===== src/rtl/firebird7_in_gate1_tessent_tdr_pkg.sv =====
// Shared definitions for the gate1 observe/control TDR.
//   TDR_WIDTH  : functional/override data width used by the update-register struct
//   SEL_BIT, STICKY_BIT, DATA_LSB : field positions inside the shift chain
//   chain_len(): shift chain length for a given data width, with or without parity
//   upd_reg_t  : update register (select, sticky mode, override data)
package firebird7_in_gate1_tessent_tdr_pkg;

  localparam int TDR_WIDTH  = 3;

  localparam int SEL_BIT    = 0;
  localparam int STICKY_BIT = 1;
  localparam int DATA_LSB   = 2;

  // The parity bit, when present, sits just above the data field.
  function automatic int chain_len(input int width, input bit parity);
    return width + 2 + (parity ? 1 : 0);
  endfunction

  typedef struct packed {
    logic                 select;
    logic                 sticky;
    logic [TDR_WIDTH-1:0] data;
  } upd_reg_t;

endpackage


===== src/rtl/firebird7_in_gate1_tessent_sticky_acc.sv =====
// Sticky-OR accumulator for the observe side of the TDR.
//   clk, rst_n   : IJTAG clock, asynchronous active-low reset
//   sticky_mode  : accumulate while high, held at zero while low
//   capture      : a capture edge starts a fresh window (acc cleared)
//   data_in      : functional value ORed in every cycle
//   acc          : accumulated value (excludes the current cycle's data_in)
module firebird7_in_gate1_tessent_sticky_acc #(
  parameter int WIDTH = 3
) (
  input  logic             clk,
  input  logic             rst_n,
  input  logic             sticky_mode,
  input  logic             capture,
  input  logic [WIDTH-1:0] data_in,
  output logic [WIDTH-1:0] acc
);

  // Accumulation runs regardless of whether the TDR is selected, so the
  // observation window covers every functional cycle since the last capture.
  always_ff @(posedge clk or negedge rst_n) begin
    if (!rst_n) begin
      acc <= '0;
    end else if (!sticky_mode || capture) begin
      acc <= '0;
    end else begin
      acc <= acc | data_in;
    end
  end

endmodule


===== src/rtl/firebird7_in_gate1_tessent_tdr_observe_w3.sv =====
// IJTAG TDR driving the control side (select + override data) of the 3-bit
// functional/IJTAG mux and capturing the functional data for observation,
// either live or as a sticky-OR over the window since the last capture.
// Optional build macro: FIREBIRD7_IN_GATE1_TDR_PARITY_EN adds a parity bit at
// the top of the chain and the ijtag_parity_err output.
// Ports:
//   ijtag_tck, ijtag_reset       : clock (rising edge), async active-low reset
//   ijtag_sel/ce/se/ue           : select, capture, shift, update enables
//   ijtag_si, ijtag_so           : scan in, registered scan out (chain bit 0)
//   functional_data_in [WIDTH]   : functional value being observed
//   ijtag_select                 : mux select from the update register
//   ijtag_data_out [WIDTH]       : override data from the update register
//   ijtag_parity_err             : (parity build) last update rejected
// Chain layout: bit 0 select, bit 1 sticky mode, bits [WIDTH+1:2] data,
// then the parity bit in the parity build.
module firebird7_in_gate1_tessent_tdr_observe_w3
  import firebird7_in_gate1_tessent_tdr_pkg::*;
#(
  parameter int WIDTH = TDR_WIDTH
) (
  input  logic             ijtag_tck,
  input  logic             ijtag_reset,
  input  logic             ijtag_sel,
  input  logic             ijtag_ce,
  input  logic             ijtag_se,
  input  logic             ijtag_ue,
  input  logic             ijtag_si,
  output logic             ijtag_so,
  input  logic [WIDTH-1:0] functional_data_in,
  output logic             ijtag_select,
`ifdef FIREBIRD7_IN_GATE1_TDR_PARITY_EN
  output logic             ijtag_parity_err,
`endif
  output logic [WIDTH-1:0] ijtag_data_out
);

`ifdef FIREBIRD7_IN_GATE1_TDR_PARITY_EN
  localparam bit PARITY = 1'b1;
`else
  localparam bit PARITY = 1'b0;
`endif
  localparam int CHAIN_LEN = chain_len(WIDTH, PARITY);

  logic [CHAIN_LEN-1:0] shift_q;
  logic [CHAIN_LEN-1:0] cap_vec;
  logic [WIDTH-1:0]     acc;
  logic [WIDTH-1:0]     cap_data;
  upd_reg_t             upd_q;
  logic                 capture;
  logic                 shift_en;
  logic                 update_en;
  logic                 upd_ok;

  // Simultaneous enables resolve as ce > se > ue.
  assign capture   = ijtag_sel & ijtag_ce;
  assign shift_en  = ijtag_sel & ~ijtag_ce & ijtag_se;
  assign update_en = ijtag_sel & ~ijtag_ce & ~ijtag_se & ijtag_ue;

  firebird7_in_gate1_tessent_sticky_acc #(
    .WIDTH (WIDTH)
  ) u_sticky_acc (
    .clk         (ijtag_tck),
    .rst_n       (ijtag_reset),
    .sticky_mode (upd_q.sticky),
    .capture     (capture),
    .data_in     (functional_data_in),
    .acc         (acc)
  );

  // Sticky capture includes this cycle's data; the accumulator clears on
  // the same edge so the next window starts clean.
  assign cap_data = upd_q.sticky ? (acc | functional_data_in) : functional_data_in;

  always_comb begin
    cap_vec                     = '0;
    cap_vec[SEL_BIT]            = upd_q.select;
    cap_vec[STICKY_BIT]         = upd_q.sticky;
    cap_vec[DATA_LSB +: WIDTH]  = cap_data;
`ifdef FIREBIRD7_IN_GATE1_TDR_PARITY_EN
    cap_vec[CHAIN_LEN-1]        = ^cap_data;
`endif
  end

`ifdef FIREBIRD7_IN_GATE1_TDR_PARITY_EN
  assign upd_ok = ((^shift_q[DATA_LSB +: WIDTH]) == shift_q[CHAIN_LEN-1]);
`else
  assign upd_ok = 1'b1;
`endif

  always_ff @(posedge ijtag_tck or negedge ijtag_reset) begin
    if (!ijtag_reset) begin
      shift_q <= '0;
    end else if (capture) begin
      shift_q <= cap_vec;
    end else if (shift_en) begin
      shift_q <= {ijtag_si, shift_q[CHAIN_LEN-1:1]};
    end
  end

  // A chain with bad parity leaves the update register untouched.
  always_ff @(posedge ijtag_tck or negedge ijtag_reset) begin
    if (!ijtag_reset) begin
      upd_q <= '0;
    end else if (update_en && upd_ok) begin
      upd_q.select <= shift_q[SEL_BIT];
      upd_q.sticky <= shift_q[STICKY_BIT];
      upd_q.data   <= shift_q[DATA_LSB +: WIDTH];
    end
  end

`ifdef FIREBIRD7_IN_GATE1_TDR_PARITY_EN
  always_ff @(posedge ijtag_tck or negedge ijtag_reset) begin
    if (!ijtag_reset) begin
      ijtag_parity_err <= 1'b0;
    end else if (update_en) begin
      ijtag_parity_err <= ~upd_ok;
    end
  end
`endif

  assign ijtag_so       = shift_q[SEL_BIT];
  assign ijtag_select   = upd_q.select;
  assign ijtag_data_out = upd_q.data;

endmodule

===== config.mk =====
export PLATFORM = sky130hd
export DESIGN_NAME = firebird7_in_gate1_tessent_tdr_observe_w3
export DESIGN_NICKNAME = d
export VERILOG_FILES = /design/src/rtl/firebird7_in_gate1_tessent_tdr_pkg.sv /design/src/rtl/firebird7_in_gate1_tessent_sticky_acc.sv /design/src/rtl/firebird7_in_gate1_tessent_tdr_observe_w3.sv
export SDC_FILE = /design/constraint.sdc
export NUM_CORES = 1
export LEC_CHECK = 0
export BUFFER_PORTS_ARGS = -buffer_cell sky130_fd_sc_hd__buf_2
export CAP_MARGIN = 10
export CORE_MARGIN = 2
export CORE_UTILIZATION = 40
export DETAILED_ROUTE_END_ITERATION = 8
export PLACE_DENSITY_LB_ADDON = 0.25
export SYNTH_ARGS = -nofsm -noshare
export SYNTH_HDL_FRONTEND = slang
export SYNTH_SLANG_ARGS = --single-unit

===== constraint.sdc =====
create_clock -name ijtag_tck -period 1.3 [get_ports ijtag_tck]
set_clock_uncertainty 0.05 [all_clocks]
set_input_delay 0.325 -clock ijtag_tck [delete_from_list [all_inputs] [get_ports ijtag_tck]]
set_output_delay 0.325 -clock ijtag_tck [all_outputs]
set_load 0.01 [all_outputs]

==> flow_summary_export.csv <==
group,metric,value,unit
routing,drtAntennaViolNets,0,
routing,vias,435,
clocking,cts_buffer_depth,2,
clocking,cts_made_buffers,3,
pwr,power_density,1400,mW/mm²
synthesis,synth-edff-count,0,
synthesis,ys_warn_count,0,
synthesis,synthFlopType,"dfrtp_1",
routing,wl_per_cell,11.1,µm
floorplanning,ios,15,
sta,fin_setup_tns,0,ns
sta,worstMarginPinSlew,0.290,ns
status,outcome,"completed",
sta,max_slew_margin,0.807,
hold_path,hold_end,"u_sticky_acc.acc[1]",
job,drv_cap,0,
pwr,p_sw,0.000292,W
routing,drtIter0Drc,4,
setup_path,cp-start-kind,"flop",
sta,post-route-period-util,0.907,
synthesis,synth_seq_cells,13,
clocking,root_buffer,"clkbuf_4",
synthesis,syn_area,601,µm²
routing,viasPerCell,4.94,
setup_path,path_cells,"buf_2",
clocking,tritoncts,"done",
placement,gp_routability_congestion,0.824,
setup_path,r2r_end,"u_sticky_acc.acc[2]",
pwr,internal_power,0.000751,W
global_routing,grt-ovfl-total,0,
sta,hold_viol,0,
synthesis,synthTopCellsByCount,"dfrtp_1 (13), nand2_1 (7), mux2_2 (5), o21a_1 (4)",
global_routing,grt_pass1_wl,1760,µm
placement,port_buffers,14,
setup_path,ff2ff_path_depth,3,
global_routing,antenna_found_initial,0,
pwr,seqPwrFrac,0.532,
finish,area_growth,23.8,%
setup_path,critical_path_class,"reg -> out",
synthesis,synth-async-reset-ratio,1.00,
synthesis,synth_area_leaders,"dfrtp_1 (54%), mux2_2 (9.4%), o21a_1 (5.0%)",
synthesis,yosysMostFrequentCell,"dfrtp_1",
synthesis,avgSynthCellArea,11.5,µm²
pwr,swShare,0.280,
pwr,p_clk_frac,0.229,
routing,wirelength,981,µm
floorplanning,die_h,42.8,µm
synthesis,synth.top_cell.area_share,0.542,
pwr,leakagePower,0.348,nW
synthesis,synth_cell_type_count,17,
floorplanning,start_util,0.445,
routing,drc,0,
finish,antennaDiodeCount,0,
clocking,cts_max_level,1,
setup_path,crit_required,0.93,ns
clocking,clk_pin_slew,0.08,ns
synthesis,yosysSeqAreaShare,0.542,
sta,maxSlewViolCount,0,
sta,max_freq,849,MHz
routing,first_pass_iters,3,
pwr,vdd_ir_drop_max,909,µV
setup_path,reg2reg_from,"cap_vec[1]",
setup_path,cp_top_family,"flip-flops",
floorplanning,die_x,42.8,µm
setup_path,arrival,0.80,ns
sta,rsz0062_at_grt,"no",
floorplanning,core_area,0.00135,mm²
sta,fin_hold_ws,0.231,ns
setup_path,timing.reg2reg.setup_slack,0.32,ns
pwr,combPwrFrac,0.239,
global_routing,grt_max_degree,14,
hold_path,min_path_cells,2,
clocking,cts_sinks,13,
finish,nNetsFinal,84,
setup_path,crit_slowest_cell,"dfrtp_1",
sta,finalSetupViolCount,0,
global_routing,grt_usage,0.134,
floorplanning,rows,13,
floorplanning,die_area,0.00183,mm²
finish,drive_above_1_share,0.384,
hold_path,min_from,"functional_data_in[1]",
setup_path,endpoint_kind,"output port",
synthesis,synth_top_area_cell,"dfrtp_1",
clocking,clock_latency,0.27,ns
setup_path,path_buf_inv,1,
setup_path,critical_path.max_stage_delay,0.40,ns
sta,timing.final.crit_period,1.18,ns
placement,place_hpwl,762,µm
hold_path,hold_path.class,"in -> reg",
setup_path,crit_fanout,3,
synthesis,synth_fp_nets,62,
global_routing,grt_pass1_vias,410,
synthesis,netlist_instances,52,
finish,n_fill_cell,123,
[power groups by stage]
stage / logic (W) / registers, W / clock network [W]
finish: 0.000249 / 0.000555 / 0.000239
global route: 0.000278 / 0.000568 / 0.000272
CTS: 0.000254 / 0.000556 / 0.000251
detailed placement: 0.000250 / 0.000564 / 0
global placement: 0.000247 / 0.000564 / 0
floorplan: 0.000127 / 0.000572 / 0
[worst max path at each step]
| stage | slack, ns | to | cells past startpoint | start |
|---|---|---|---|---|
| 2_1_floorplan | 0.08 | cap_vec[1] | 4 | ijtag_sel |
| 6_report | 0.12 | ijtag_select | 1 | ijtag_select |
| 5_1_grt | 0.07 | ijtag_select | 1 | ijtag_select |
| 3_5_place_dp | 0.009 | ijtag_data_out[1] | 3 | ijtag_ce |
| 3_3_place_gp | 0.03 | cap_vec[1] | 3 | ijtag_ce |
| 4_1_cts | 0.11 | ijtag_select | 1 | ijtag_select |
[layout by cell type (no fill, tap or decap), drive strengths merged, types with 2 or more instances in the layout]
| cell | count |
|---|---|
| clkbuf | 4 |
| nor2b | 3 |
| o21a | 4 |
| nand2 | 8 |
| o2bb2ai | 3 |
| a21oi | 3 |
| mux2 | 5 |
| dfrtp | 13 |
| a22o | 2 |
| nand3b | 2 |
| buf | 18 |
| nor2 | 3 |
[registers in the layout (all words and copies together), names as in the netlist]
name              cells
shift_q               5
ijtag_data_out        3
u_sticky_acc.acc      3
cap_vec               1
ijtag_select          1
[worst reg2reg max path: stages (launching register included)]
cell	delay [ns]
dfrtp_1	0.43
a21boi_0	0.20
buf_4	0.14
o21a_1	0.11
[kinds of logic after synthesis]
group | after synthesis | synth area share
multiplexers | 5 | 0.0937
AO/OA/AOI/OAI | 14 | 0.169
flip-flops | 13 | 0.542
buffers and inverters | 2 | 0.0208
AND/OR/NAND/NOR | 18 | 0.175
[layout make-up]
type,instances,area (µm²),area share
tap,15,18.8,0.0253
sequential,13,325,0.438
clock buffer,4,26.3,0.0354
timing repair buffer,19,110,0.148
multi-input combinational,37,263,0.354
[layer usage]
metal / global-route usage / routed length, µm
met1: 0.184 / 506
met2: 0.185 / 437
met3: 0.0766 / 36
met4: 0.0188 / 0
met5: 0 / 0
[repair_timing]
action                    in CTS  in global routing
buffers inserted               0                  0
hold buffers                   1                  0
resized for setup              0                  0
hold endpoints to repair      13                  0
[stage by stage]
step / std cells / utilization / worst slack [ns] / total power (W) / area [µm²]
floorplan: 52 / - / 0.0790 / 0.000699 / 601
global placement: 83 / 0.524 / 0.0275 / 0.000811 / 707
detailed placement: 83 / 0.524 / 0.00876 / 0.000814 / 707
CTS: 88 / 0.551 / 0.106 / 0.00106 / 743
global route: 88 / 0.551 / 0.0699 / 0.00112 / 743
finish: 88 / 0.551 / 0.122 / 0.00104 / 743
(Power assumes the default switching activity.)
